### src/rtl/unidade_busca.sv
// Instruction-fetch stage: owns the PC, captures the instruction byte returned by
// memory into the IR and hands it to decode with its fetch address and a valid flag.
module unidade_busca #(
    parameter logic [7:0] ENDERECO_INICIAL = 8'h00,
    parameter logic [7:0] OPCODE_HALT      = 8'h00
) (
    input  logic       Clock,
    input  logic       Reset,
    output logic [7:0] Endereco,
    input  logic [7:0] Instrucao,
    input  logic       Desvio,
    input  logic [7:0] AlvoDesvio,
    input  logic       Parar,
    output logic [7:0] InstrucaoIR,
    output logic [7:0] PCInstrucao,
    output logic       Valida,
    output logic       Parado
);

    typedef enum logic [1:0] {
        INICIO,
        BUSCA,
        PARADO
    } estado_t;

    estado_t    estado, estado_prox;
    logic [7:0] endereco_prox;
    logic [7:0] ir_prox;
    logic [7:0] pc_ir_prox;
    logic       valida_prox;
    logic       parado_prox;

    // NOTE: state registers use non-blocking assignments so every register
    // samples the values from before the edge, independent of statement order.
    always_ff @(posedge Clock or negedge Reset) begin
        if (!Reset) begin
            estado      <= INICIO;
            Endereco    <= ENDERECO_INICIAL;
            InstrucaoIR <= 8'h00;
            PCInstrucao <= 8'h00;
            Valida      <= 1'b0;
            Parado      <= 1'b0;
        end else begin
            estado      <= estado_prox;
            Endereco    <= endereco_prox;
            InstrucaoIR <= ir_prox;
            PCInstrucao <= pc_ir_prox;
            Valida      <= valida_prox;
            Parado      <= parado_prox;
        end
    end

    // NOTE: every output of this block gets a hold value first, so no path
    // through the case leaves a signal unassigned and no latch is inferred.
    always_comb begin
        estado_prox   = estado;
        endereco_prox = Endereco;
        ir_prox       = InstrucaoIR;
        pc_ir_prox    = PCInstrucao;
        valida_prox   = Valida;
        parado_prox   = Parado;

        case (estado)
            INICIO: begin
                // Idle edge: memory gets a full negedge on a stable address first.
                if (Desvio) endereco_prox = AlvoDesvio;
                estado_prox = BUSCA;
            end
            BUSCA: begin
                if (Desvio) begin
                    endereco_prox = AlvoDesvio;
                    valida_prox   = 1'b0;
                end else if (!Parar) begin
                    ir_prox     = Instrucao;
                    pc_ir_prox  = Endereco;
                    valida_prox = 1'b1;
                    if (Instrucao == OPCODE_HALT) begin
                        parado_prox = 1'b1;
                        estado_prox = PARADO;
                    end else begin
                        endereco_prox = Endereco + 8'd1;
                    end
                end
            end
            PARADO: begin
                // Halt instruction stays valid until decode is not stalled.
                if (!Parar) valida_prox = 1'b0;
            end
            default: estado_prox = INICIO;
        endcase
    end

endmodule

### config.mk
export PLATFORM = sky130hd
export DESIGN_NAME = unidade_busca
export DESIGN_NICKNAME = d
export VERILOG_FILES = /design/src/rtl/unidade_busca.sv
export SDC_FILE = /design/constraint.sdc
export NUM_CORES = 1
export LEC_CHECK = 0
export CORE_MARGIN = 2
export CORE_UTILIZATION = 25
export DETAILED_ROUTE_END_ITERATION = 10
export DONT_BUFFER_PORTS = 1
export PLACE_DENSITY = 0.4
export RECOVER_POWER = 50
export SLEW_MARGIN = 0
export SYNTH_ARGS = -nofsm -noshare
export SYNTH_HDL_FRONTEND = slang
export SYNTH_SLANG_ARGS = --single-unit
### constraint.sdc
create_clock -name Clock -period 4.5 [get_ports Clock]
set_input_delay 0.45 -clock Clock [delete_from_list [all_inputs] [get_ports Clock]]
set_output_delay 0.45 -clock Clock [all_outputs]
set_load 0.02 [all_outputs]
Yosys cells after proc, flatten, opt, wreduce, memory -nomap -nowiden
Index checks and enable logic that the tools add are counted.

$add $sub $neg: 1. Eq/ne operators: 9. Muxes and demuxes: 13. Bitwise logic cells: 3. Reduce and logical (&&, ||, !) cells: 9.

Operators by type and width (count): 8-bit two-way mux (4); 8-bit case mux with 2 select lines (1); 4-bit AND reduction (3); 2-bit inequality test, second input constant (5); 8-bit by 1-bit adder with 8-bit output, second input constant (1); 8-bit zero test (1); 2-bit two-way mux (3); 3-bit inequality test, second input constant (2); 2-bit case mux with 3 select lines (1); 3-bit AND reduction (2); 2-bit nonzero test (2); 1-bit two-way mux (3); 1-bit inverter (3); 2-bit by 1-bit equality test with 1-bit output, second input constant (1); 2-bit equality test, second input constant (1); 2-bit zero test (1); 1-bit case mux with 2 select lines (1).

Register bits: 28. Bits of input ports: 20. Output and inout bits: 26. Word-level logic and storage cells: 41.

Longest topological paths before layout
Gate-level depths: netlist of the first run.

Word-level depth: 5. Gate-level depth with buffers: 5. Gate-level depth less buffers: 5.

Worst setup path after synthesis of the first run
Ideal clock, no wire load.

Kind: input to register. Start: input port Desvio. End: register PCInstrucao[5]. Setup time: 0.128 ns. Arrival: 1.562 ns. Required time: 4.372 ns. Setup slack: 2.810 ns. Stages on the path: 5. Buffers on the path: 2. Cell sequence: or3b_1 -> buf_6 -> nor2_8 -> buf_6 -> mux2_1.

Cells in the longest elaborated chain, start to end: 2.

RTL lines: start, declared (RTL line 11) `input logic Desvio,`; 1-bit inverter (no source line); 3-bit AND reduction (no source line); end signal, assigned (RTL line 47) `PCInstrucao <= pc_ir_prox;`; end, declared (RTL line 15) `output logic [7:0] PCInstrucao,`.

No other way between the ends. A chain may end at the register's enable or synchronous reset.

Final worst setup path of the first run
Start: register estado[1]. End: register Endereco[3].

Cells in the longest elaborated chain, start to end: 3. Elaborated cells between the ends (all ways): 8. Those cells by class: eq/ne: 4; mux: 1; reduce/logical: 3.

RTL lines: start, declared (RTL line 26) `estado_t estado, estado_prox;`; start signal, assigned (RTL line 44) `estado <= estado_prox;`; 2-bit by 1-bit equality test with 1-bit output or 2-bit zero test (tied branches) (RTL line 63) `case (estado)`; 3-bit inequality test (no source line), or another cell as far along; 4-bit AND reduction (no source line); end signal, assigned (RTL line 45) `Endereco <= endereco_prox;`; end, declared (RTL line 9) `output logic [7:0] Endereco,`.

Several ways; a longest one is shown, not always the timed one.

==> results of run 1 <==
repair_timing:
action / 4_1_cts / 5_1_grt
hold buffers: 2 / 0
endpoints found under the hold margin: 28 / 0
resized for setup: 0 / 0
cell families (layout without fill, tap and decap cells):
logic type,after synthesis,in the layout,synth area share
mux,17,17,0.1448
flops,28,28,0.5333
fa+ha+maj,1,1,0.009522
simple gates,33,33,0.1572
buf+inv,6,8,0.03048
compound gates,26,26,0.1248
worst register-to-register path: stages, from the launching register on:
cell	delay, ns
dfrtp_1	0.46
nor3b_2	0.77
nand3_1	0.35
a31oi_1	0.27
a21oi_1	0.06
registers in the layout, indices dropped and copies added (netlist names):
name / cells
estado: 2
Parado: 1
PCInstrucao: 8
Valida: 1
InstrucaoIR: 8
Endereco: 8
layout make-up:
cell class | instances | area, µm² | share of cell area
inverter | 2 | 7.507 | 0.005231
timing repair buffer | 2 | 13.76 | 0.009590
tap | 70 | 87.58 | 0.06103
clock buffer | 4 | 55.05 | 0.03836
sequential | 28 | 700.7 | 0.4882
multi-input combinational | 77 | 570.5 | 0.3976
report_power, final:
group          internal, mW  switching (mW)  leakage, nW
registers             0.292          0.0917        0.325
clock network        0.0784          0.0794       0.0288
logic                0.0363          0.0371        0.207
total                 0.406           0.208        0.561
cell usage in the layout, fill, tap and decap left out, types with 4 or more instances in the layout:
cell / instances
nand3_1: 6
o21ai_0: 5
mux2_1: 16
nand2_1: 7
clkbuf_8: 4
a31oi_1: 5
dfrtp_1: 28
a21oi_1: 5
synth_stat cells (2+ instances only):
master,instances,area share
nor2_1,3,0.0086
mux2_1,16,0.14
or4b_1,2,0.015
nand3_1,6,0.023
buf_2,2,0.0076
a31oi_1,5,0.024
nor4_1,3,0.014
a21oi_1,5,0.019
nand2b_1,3,0.014
o21ai_1,2,0.0076
dfrtp_1,28,0.53
nand2_1,7,0.020
inv_1,2,0.0057
buf_6,2,0.017
o21ai_0,5,0.019
metrics by stage:
| stage | setup slack (ns) | cell area [µm²] | power, mW | std cells | utilization |
|---|---|---|---|---|---|
| finish | 2.454 | 1435 | 0.6147 | 183 | 0.2828 |
| detailed placement | 2.465 | 1369 | 0.4580 | 177 | 0.2697 |
| floorplan | 2.810 | 1314 | 0.4362 | 111 | - |
| global route | 2.133 | 1435 | 0.6533 | 183 | 0.2828 |
| CTS | 2.441 | 1454 | 0.6291 | 183 | 0.2865 |
| global placement | 2.395 | 1369 | 0.4565 | 177 | 0.2697 |
layer usage:
| metal | vias up | track usage | share of wire |
|---|---|---|---|
| li1 | 417 | - | - |
| met4 | 0 | 0.03273 | 0.0090 |
| met3 | 2 | 0.05806 | 0.089 |
| met1 | 459 | 0.1422 | 0.47 |
| met5 | - | 0 | 0 |
| met2 | 32 | 0.1549 | 0.43 |
worst max-delay path by stage:
| stage | endpoint | slack [ns] | startpoint |
|---|---|---|---|
| finish | Endereco[3] | 2.45 | estado[1] |
| global placement | Endereco[3] | 2.40 | estado[1] |
| floorplan | PCInstrucao[5] | 2.81 | Desvio |
| CTS | Endereco[4] | 2.44 | estado[1] |
| global route | InstrucaoIR[1] | 2.13 | Reset |
| detailed placement | Endereco[4] | 2.47 | estado[1] |
==> key figures, run 1 <==
Global routing
  • Initial antenna violation count: 0
  • Gr usage total: 0.1089
  • First-pass GRT wire length: 4.919 mm
  • Largest net degree at the start of global routing: 29
  • Overflow after GRT: 0
  • Vias in the first global route: 928

Floorplan
  • Top Ports: 46
  • Placement row count: 26
  • Die area: ~0.0059 mm²
  • Die X: 76.49 µm
  • Die Height: roughly 76 µm
  • Core ar.: 0.005075 mm²
  • Initial Util: 0.2589

Setup path
  • CP max stage delay: roughly 0.76 ns
  • Critical Path Fanout Max: 15
  • Crit Reg-Reg Startpoint: estado[1]
  • Critical path depth: 4
  • Worst EP required: approximately 4.6 ns
  • Crit path buffers/inverters: 0
  • R2R depth: 4
  • Critical-path cell list: nor3b_2, nand3_1, a31oi_1, a21oi_1
  • Slowest-stage cell, CP: nor3b_2
  • Flop2flop setup slack: 2.45 ns
  • Endpoint class of the critical path: flop
  • Reg2Reg Capture Point: Endereco[3]
  • Delay-heaviest family, CP: simple AND/OR/NAND/NOR gates
  • Crit Path Class: reg2reg
  • Critical Path AT: 2.18 ns
  • Setup crit start kind: flop

Routing
  • Routed length per instance: 16.98 µm
  • Iter 0 DRT Violations: between 50 and 60
  • First-pass detailed-route iteration total: 4
  • Final wirelength: 3.108 mm
  • DR DRC count: 0
  • Via count: 910
  • Post-route ant nets: 0
  • Vias per cell: 4.973

Cells and area
  • Antenna diodes: 0
  • Layout area overhead: 9.238%
  • Final nets: roughly 140
  • Fill count: 550
  • Layout cell share with drive strength beyond 1: 0.06195

Pwr
  • Worst VDD drop: about 0.15 mV
  • Total power divided by cell area: 428.3 mW/mm²
  • Static leakage: approximately 0.56 nW

CTS
  • Clk slew on worst S/H paths: ~0.1 ns
  • Worst-Skew Late Latency: ~0.27 ns
  • Postcts setup bufs: 0
  • CTS tree: done
  • Total CTS buffers: 3
  • H-tree depth: 1
  • Clk buf depth: 2
  • Clock Tree Root: clkbuf_8
  • CTS sink cnt: 28

Timing
  • Post-route setup TNS: 0 ns
  • Fin Hold WS: around 0.30 ns
  • Final Hold Viols: 0
  • Fmax: 488.7 MHz
  • Setup-failing EPs final: 0
  • Slew HR: -0.05480
  • Tcrit/Tclk final: 0.4548
  • Slew Viols, Final: 29
  • Clock Skew: 0.002141 ns
  • Slew at the pin closest to its max-slew limit: 1.582 ns
  • RSZ-0062 raised after global routing: no
  • Minimum clock period: 2.046 ns

Placed design
  • Hpwl dp: between 2 and 2.5 mm
  • RePlAce Congestion: between 0.7 and 0.8
  • Port Buffer Count: 0

Yosys
  • Fraction of registers with async set/reset: 1.000
  • Post-synth EDFFs: 0
  • Mean post-synth cell area: 11.84 µm²
  • Cell Area, Synth: 0.001314 mm²
  • Post-synth cell types: 35
  • Yosys warnings: 0
  • Commonest register cell after synthesis: dfrtp_1
  • Post-Syn Instances: approximately 110
  • Post-synthesis sequential area ratio: 0.5333
  • Seq cells post-synth: 28
  • Syn_nets: 132

Worst hold path
  • Hold EP: InstrucaoIR[7]
  • Hold Crit Class: in2reg
  • Hold depth: 1
  • Hold Startpoint: Instrucao[7]

Flow run
  • Max-Cap Viols: 1

Run status
  • Failing checks: max-capacitance violations, max-slew violations
  • Status: complete, but fails checks
No activity file was read; power rests on OpenSTA's default activity.
==> run 2, diff against run 1 <==
==> constraint.sdc (replaced) <==
create_clock -name Clock -period 2.15 [get_ports Clock]
set_input_delay 0.215 -clock Clock [delete_from_list [all_inputs] [get_ports Clock]]
set_output_delay 0.215 -clock Clock [all_outputs]
set_load 0.02 [all_outputs]
==> run 2 against run 1 <==
  * The flow now finishes without violations
  * Combinational power rose by 120%
  * Wire length grew 1.1%
  * Final area up 1.8%
  * Highest routed layer unchanged
==> key figures, run 2 (synthesis gave the netlist of run 1 again) <==
Run status
  • Status: completed

Cells and area
  • Seq. cell area: 700.7 µm²
  • Antenna diodes: 0
  • Leading cell type in the layout, fill and taps excluded: dfrtp_1
  • Most frequent cells in the layout: 28 x dfrtp_1, 16 x mux2_1, 7 x nand2_1
  • Layout area overhead: 11.24%
  • Multi-input gate area in the final layout: 573.1 µm²
  • Layout cell share with drive strength beyond 1: 0.08772
  • Regs by FF count: Endereco x8, InstrucaoIR x8, PCInstrucao x8
  • Final core occ: 0.2880
  • Final nets: approximately 140
  • Fill count: 548

Routing
  • Via count: approximately 900
  • Post-route ant nets: 0
  • Iter 0 DRT Violations: 79
  • Routed length per instance: 17.08 µm
  • Final wirelength: 3.142 mm
  • First-pass detailed-route iteration total: 5
  • Vias per cell: 5.027
  • DR DRC count: 0

Worst hold path
  • Hold Crit Class: in2reg
  • Hold depth: 1

Setup path
  • Setup crit start kind: flop
  • Crit Path Class: reg2reg
  • Critical Path Fanout Max: 17
  • CP max stage delay: 0.54 ns
  • R2R depth: 3
  • Slowest-stage cell, CP: or3b_1
  • Critical-path cell list: or3b_1, nor2_8, mux2_1
  • Critical Path AT: 1.97 ns
  • Worst EP required: 2.31 ns
  • Endpoint class of the critical path: flop

CTS
  • Postcts setup bufs: 0
  • H-tree depth: 1
  • Clk buf depth: 2
  • Clk slew on worst S/H paths: about 0.090 ns
  • Total CTS buffers: 3
  • CTS sink cnt: 28
  • CTS tree: done
  • Clock Tree Root: clkbuf_8
  • Worst-Skew Late Latency: 0.27 ns

Timing
  • Slew Viols, Final: 0
  • Final Hold Viols: 0
  • RSZ-0062 raised after global routing: no
  • Clock Skew: 0.004918 ns
  • Fmax: 553.0 MHz
  • Fin Hold WS: 0.06919 ns
  • Setup ws final: 0.3417 ns
  • Setup-failing EPs final: 0
  • Tcrit/Tclk final: 0.8411
  • Slew HR: 0.5953
  • Post-route setup TNS: 0 ns
  • Slew at the pin closest to its max-slew limit: between 0.6 and 0.7 ns
  • Minimum clock period: 1.808 ns

Global routing
  • Overflow after GRT: 0
  • Vias in the first global route: 948
  • Gr usage total: 0.1113
  • First-pass GRT wire length: 5.037 mm
  • Initial antenna violation count: 0
  • Largest net degree at the start of global routing: 29

Pwr
  • Sw Pwr: between 0.4 and 0.5 mW
  • Gate power share: 0.125
  • Total Power: 1.287 mW
  • Worst VDD drop: 0.3554 mV
  • Internal: 0.8560 mW
  • Reg power frac: 0.624
  • Total power divided by cell area: 881.0 mW/mm²
  • Switch share: 0.3351
  • Clock power share: 0.251
  • Static leakage: 0.5761 nW

Floorplan
  • Initial Util: 0.2589
  • Die X: 76.49 µm
  • Placement row count: 26
  • Die area: 0.005851 mm²
  • Top Ports: 46
  • Core ar.: 0.005075 mm²
  • Die Height: 76.49 µm

Placed design
  • Port Buffer Count: 0
  • Hpwl dp: 2.364 mm
  • Worst slack, placed: 0.3463 ns
  • RePlAce Congestion: 0.7289

Flow run
  • Max-Cap Viols: 0
run 2: cell count changes in the layout (fill, tap and decap cells not counted), sizes merged:
cell,previous run,this run
clkbuf,5,4
buf,0,2
run 2: path summary, 6_finish.rpt:
kind	startpoint	endpoint	slack, ns
worst min-delay path	Instrucao[1]	InstrucaoIR[1]	0.07
min in group asynchronous	Reset	PCInstrucao[7]	0.37
worst min register to register	estado[0]	estado[1]	0.55
worst max-delay path	estado[1]	PCInstrucao[0]	0.34
max in group asynchronous	Reset	PCInstrucao[1]	1.62
worst max register to register	estado[1]	PCInstrucao[0]	0.34
run 2: worst max-delay path: cells and delay by family, from the launching register on:
family           cells  cell delay (ns)
multiplexers         1             0.36
AND/OR/NAND/NOR      2             0.87
flip-flops           1             0.45
run 2: metal layers:
layer	global-route usage	vias up	wire, µm
met5	0	-	0
met4	0.04000	0	21
met3	0.05095	2	304
met2	0.1726	46	1511
met1	0.1358	460	1304
li1	-	417	-
run 2: layout make-up:
type                    instances  share of cell area
clock buffers                   4             0.03767
inverters                       2            0.005137
multi-input cells              77              0.3921
flip-flops and latches         28              0.4795
well taps                      70             0.05993
repair buffers                  3             0.02568
run 2: what timing repair did:
action                    in CTS  in global routing
hold buffers                   2                  0
hold endpoints to repair      28                  0
resized for setup              0                  0
run 2: through the flow:
step	instance area [µm²]	cells
finish	1461	184
global route	1461	184
CTS	1461	184
detailed placement	1376	178
global placement	1376	178
floorplan	1314	111
run 2: power by group through the flow:
stage	Combinational (mW)	Clock (mW)	Sequential (mW)
detailed placement	0.147	0	0.816
global placement	0.141	0	0.816
finish	0.161	0.323	0.803
CTS	0.165	0.345	0.806
global route	0.183	0.377	0.818
floorplan	0.126	0	0.787
==> run 3, diff against run 2 <==
--- a/config.mk
+++ b/config.mk
@@ -9,7 +9,7 @@
 export CORE_UTILIZATION = 25
 export DETAILED_ROUTE_END_ITERATION = 10
 export DONT_BUFFER_PORTS = 1
-export PLACE_DENSITY = 0.4
+export PLACE_DENSITY = 0.42
 export RECOVER_POWER = 50
 export SLEW_MARGIN = 0
 export SYNTH_ARGS = -nofsm -noshare
==> constraint.sdc (replaced) <==
create_clock -name Clock -period 1.5 [get_ports Clock]
set_input_delay 0.15 -clock Clock [delete_from_list [all_inputs] [get_ports Clock]]
set_output_delay 0.15 -clock Clock [all_outputs]
set_load 0.02 [all_outputs]
==> run 3 against run 2 <==
  * The run now ends with negative setup slack left
  * Power increased by 59%
  * Sequential cell count stayed put
  * Count of clock-buffer cells in the layout stayed put
  * Wire length rose by 18%
  * Non-clock buffer count is 32 higher
  * Die area stayed put
  * Fmax up 16%
  * Critical path depth rose by 1
  * First-iteration DRC count is 54% lower
  * Register-to-register slack worse by 0.39 ns
  * Clock power increased by 54%
  * Final area is 25% higher
==> key figures, run 3 (synthesis gave the netlist of run 1 again) <==
Pwr
  • Total power divided by cell area: 1122 mW/mm²
  • Reg power frac: 0.532
  • Worst VDD drop: 0.3400 mV
  • Internal: around 1.4 mW
  • Switch share: 0.3356
  • Gate power share: 0.226
  • Static leakage: a little under 0.8 nW
  • Total Power: about 2.1 mW
  • Clock power share: 0.243
  • Sw Pwr: slightly below 0.7 mW

CTS
  • Clock Tree Root: clkbuf_8
  • CTS sink cnt: 28
  • Total CTS buffers: 3
  • Worst-Skew Late Latency: 0.29 ns
  • CTS tree: done
  • Clk slew on worst S/H paths: 0.11 ns
  • Clk buf depth: 2
  • H-tree depth: 1

Setup path
  • Slowest-stage cell, CP: or3b_4
  • Endpoint class of the critical path: flop
  • Critical-path cell list: or3b_4, nor2_8, buf_12, mux2_1
  • Critical Path AT: ~1.7 ns
  • Setup crit start kind: flop
  • Crit Reg-Reg Startpoint: estado[1]
  • CP max stage delay: 0.44 ns
  • Worst EP required: 1.68 ns
  • Critical Path Fanout Max: 11
  • Crit path from: estado[1]
  • Crit Path Class: reg2reg

Timing
  • RSZ-0062 raised after global routing: yes
  • Post-route setup TNS: -0.6201 ns
  • Clock Skew: 0.009520 ns
  • Setup-failing EPs final: 20
  • Slew HR: 0.5223
  • Minimum clock period: 1.553 ns
  • Fmax: 644.1 MHz
  • Tcrit/Tclk final: 1.035
  • Setup ws final: -0.05266 ns
  • Slew Viols, Final: 0
  • Final Hold Viols: 0
  • Fin Hold WS: 0.01679 ns
  • Slew at the pin closest to its max-slew limit: 0.7165 ns

Cells and area
  • Layout cell share with drive strength beyond 1: 0.3356
  • Most frequent cells in the layout: 28 x dfrtp_1, 21 x buf_4, 9 x mux2_4
  • Antenna diodes: 0
  • Regs by FF count: Endereco x8, InstrucaoIR x8, PCInstrucao x8
  • Leading cell type in the layout, fill and taps excluded: dfrtp_1
  • Final nets: 168
  • Layout area overhead: 39.24%

Routing
  • First-pass detailed-route iteration total: 4
  • Routed length per instance: 17.13 µm
  • DR DRC count: 0
  • Final wirelength: around 3.7 mm
  • Vias per cell: 4.889
  • Via count: 1056
  • Iter 0 DRT Violations: 36
  • Post-route ant nets: 0

Floorplan
  • Die X: approximately 76 µm
  • Placement row count: 26
  • Die Height: approximately 76 µm
  • Core ar.: 0.005075 mm²
  • Top Ports: 46
  • Die area: 0.005851 mm²
  • Initial Util: 0.2589

Placed design
  • Port Buffer Count: 0
  • Hpwl dp: roughly 2.6 mm
  • RePlAce Congestion: 0.7752

Run status
  • Failing checks: negative setup slack
  • Status: complete, but fails checks

Flow run
  • Max-Cap Viols: 0

Global routing
  • Gr usage total: 0.1253
  • Initial antenna violation count: 0
  • Largest net degree at the start of global routing: 29
  • First-pass GRT wire length: 5.830 mm
  • Overflow after GRT: 0
  • Vias in the first global route: 1105

Worst hold path
  • Hold Crit Class: in2reg
  • Hold Startpoint: Instrucao[5]
## run 3: repair_timing
item | CTS | global route
hold buffers | 8 | 1
buffers inserted | 0 | 6
gates cloned | 0 | 0
gates resized for setup | 11 | 10
hold endpoints to repair | 34 | 1
endpoints found under the setup margin | 24 | 24
pin swaps | 0 | 4
## run 3: stage by stage
stage	cells	setup slack (ns)	instance area, µm²	utilization
finish	216	-0.05266	1829	0.3605
detailed placement	197	-0.1553	1544	0.3042
CTS	209	-0.05288	1733	0.3415
global placement	197	-0.1074	1544	0.3042
floorplan	111	-0.1428	1314	-
global route	216	-0.09454	1829	0.3605
## run 3: power groups by stage
stage	Sequential, mW	Clock [mW]	Combinational [mW]
CTS	1.09	0.516	0.434
detailed placement	1.10	0	0.357
global route	1.11	0.542	0.508
global placement	1.10	0	0.348
finish	1.09	0.498	0.463
floorplan	1.13	0	0.181
## run 3: routing by layer
metal,track usage,wire (µm),vias to the layer above
met5,0,0,-
met4,0.03818,60,0
met3,0.03791,266,5
met2,0.2044,1758,42
met1,0.1596,1615,523
li1,-,-,486
## run 3: final cells by class
| type | instances | area (µm²) |
|---|---|---|
| inverters | 2 | 7.507 |
| fillers | 520 | 3246 |
| well taps | 70 | 87.58 |
| repair buffers | 35 | 325.3 |
| multi-input cells | 77 | 653.1 |
| flip-flops and latches | 28 | 700.7 |
| clock buffers | 4 | 55.05 |
## run 3: critical path: cells and delay by family (launching register included)
| kind | cells | cell delay (ns) |
|---|---|---|
| multiplexers | 1 | 0.33 |
| flip-flops | 1 | 0.40 |
| buffers and inverters | 1 | 0.15 |
| AND/OR/NAND/NOR | 2 | 0.57 |
## run 3: final timing paths
| kind | end | slack (ns) | depth (start not counted) |
|---|---|---|---|
| worst max-delay path | InstrucaoIR[0] | -0.05 | 4 |
| worst min-delay path | InstrucaoIR[5] | 0.02 | 1 |
| worst max register to register | InstrucaoIR[0] | -0.05 | 4 |
| worst min register to register | estado[0] | 0.60 | 2 |
| max in group asynchronous | InstrucaoIR[5] | 0.58 | 2 |
| min in group asynchronous | PCInstrucao[6] | 0.45 | 2 |
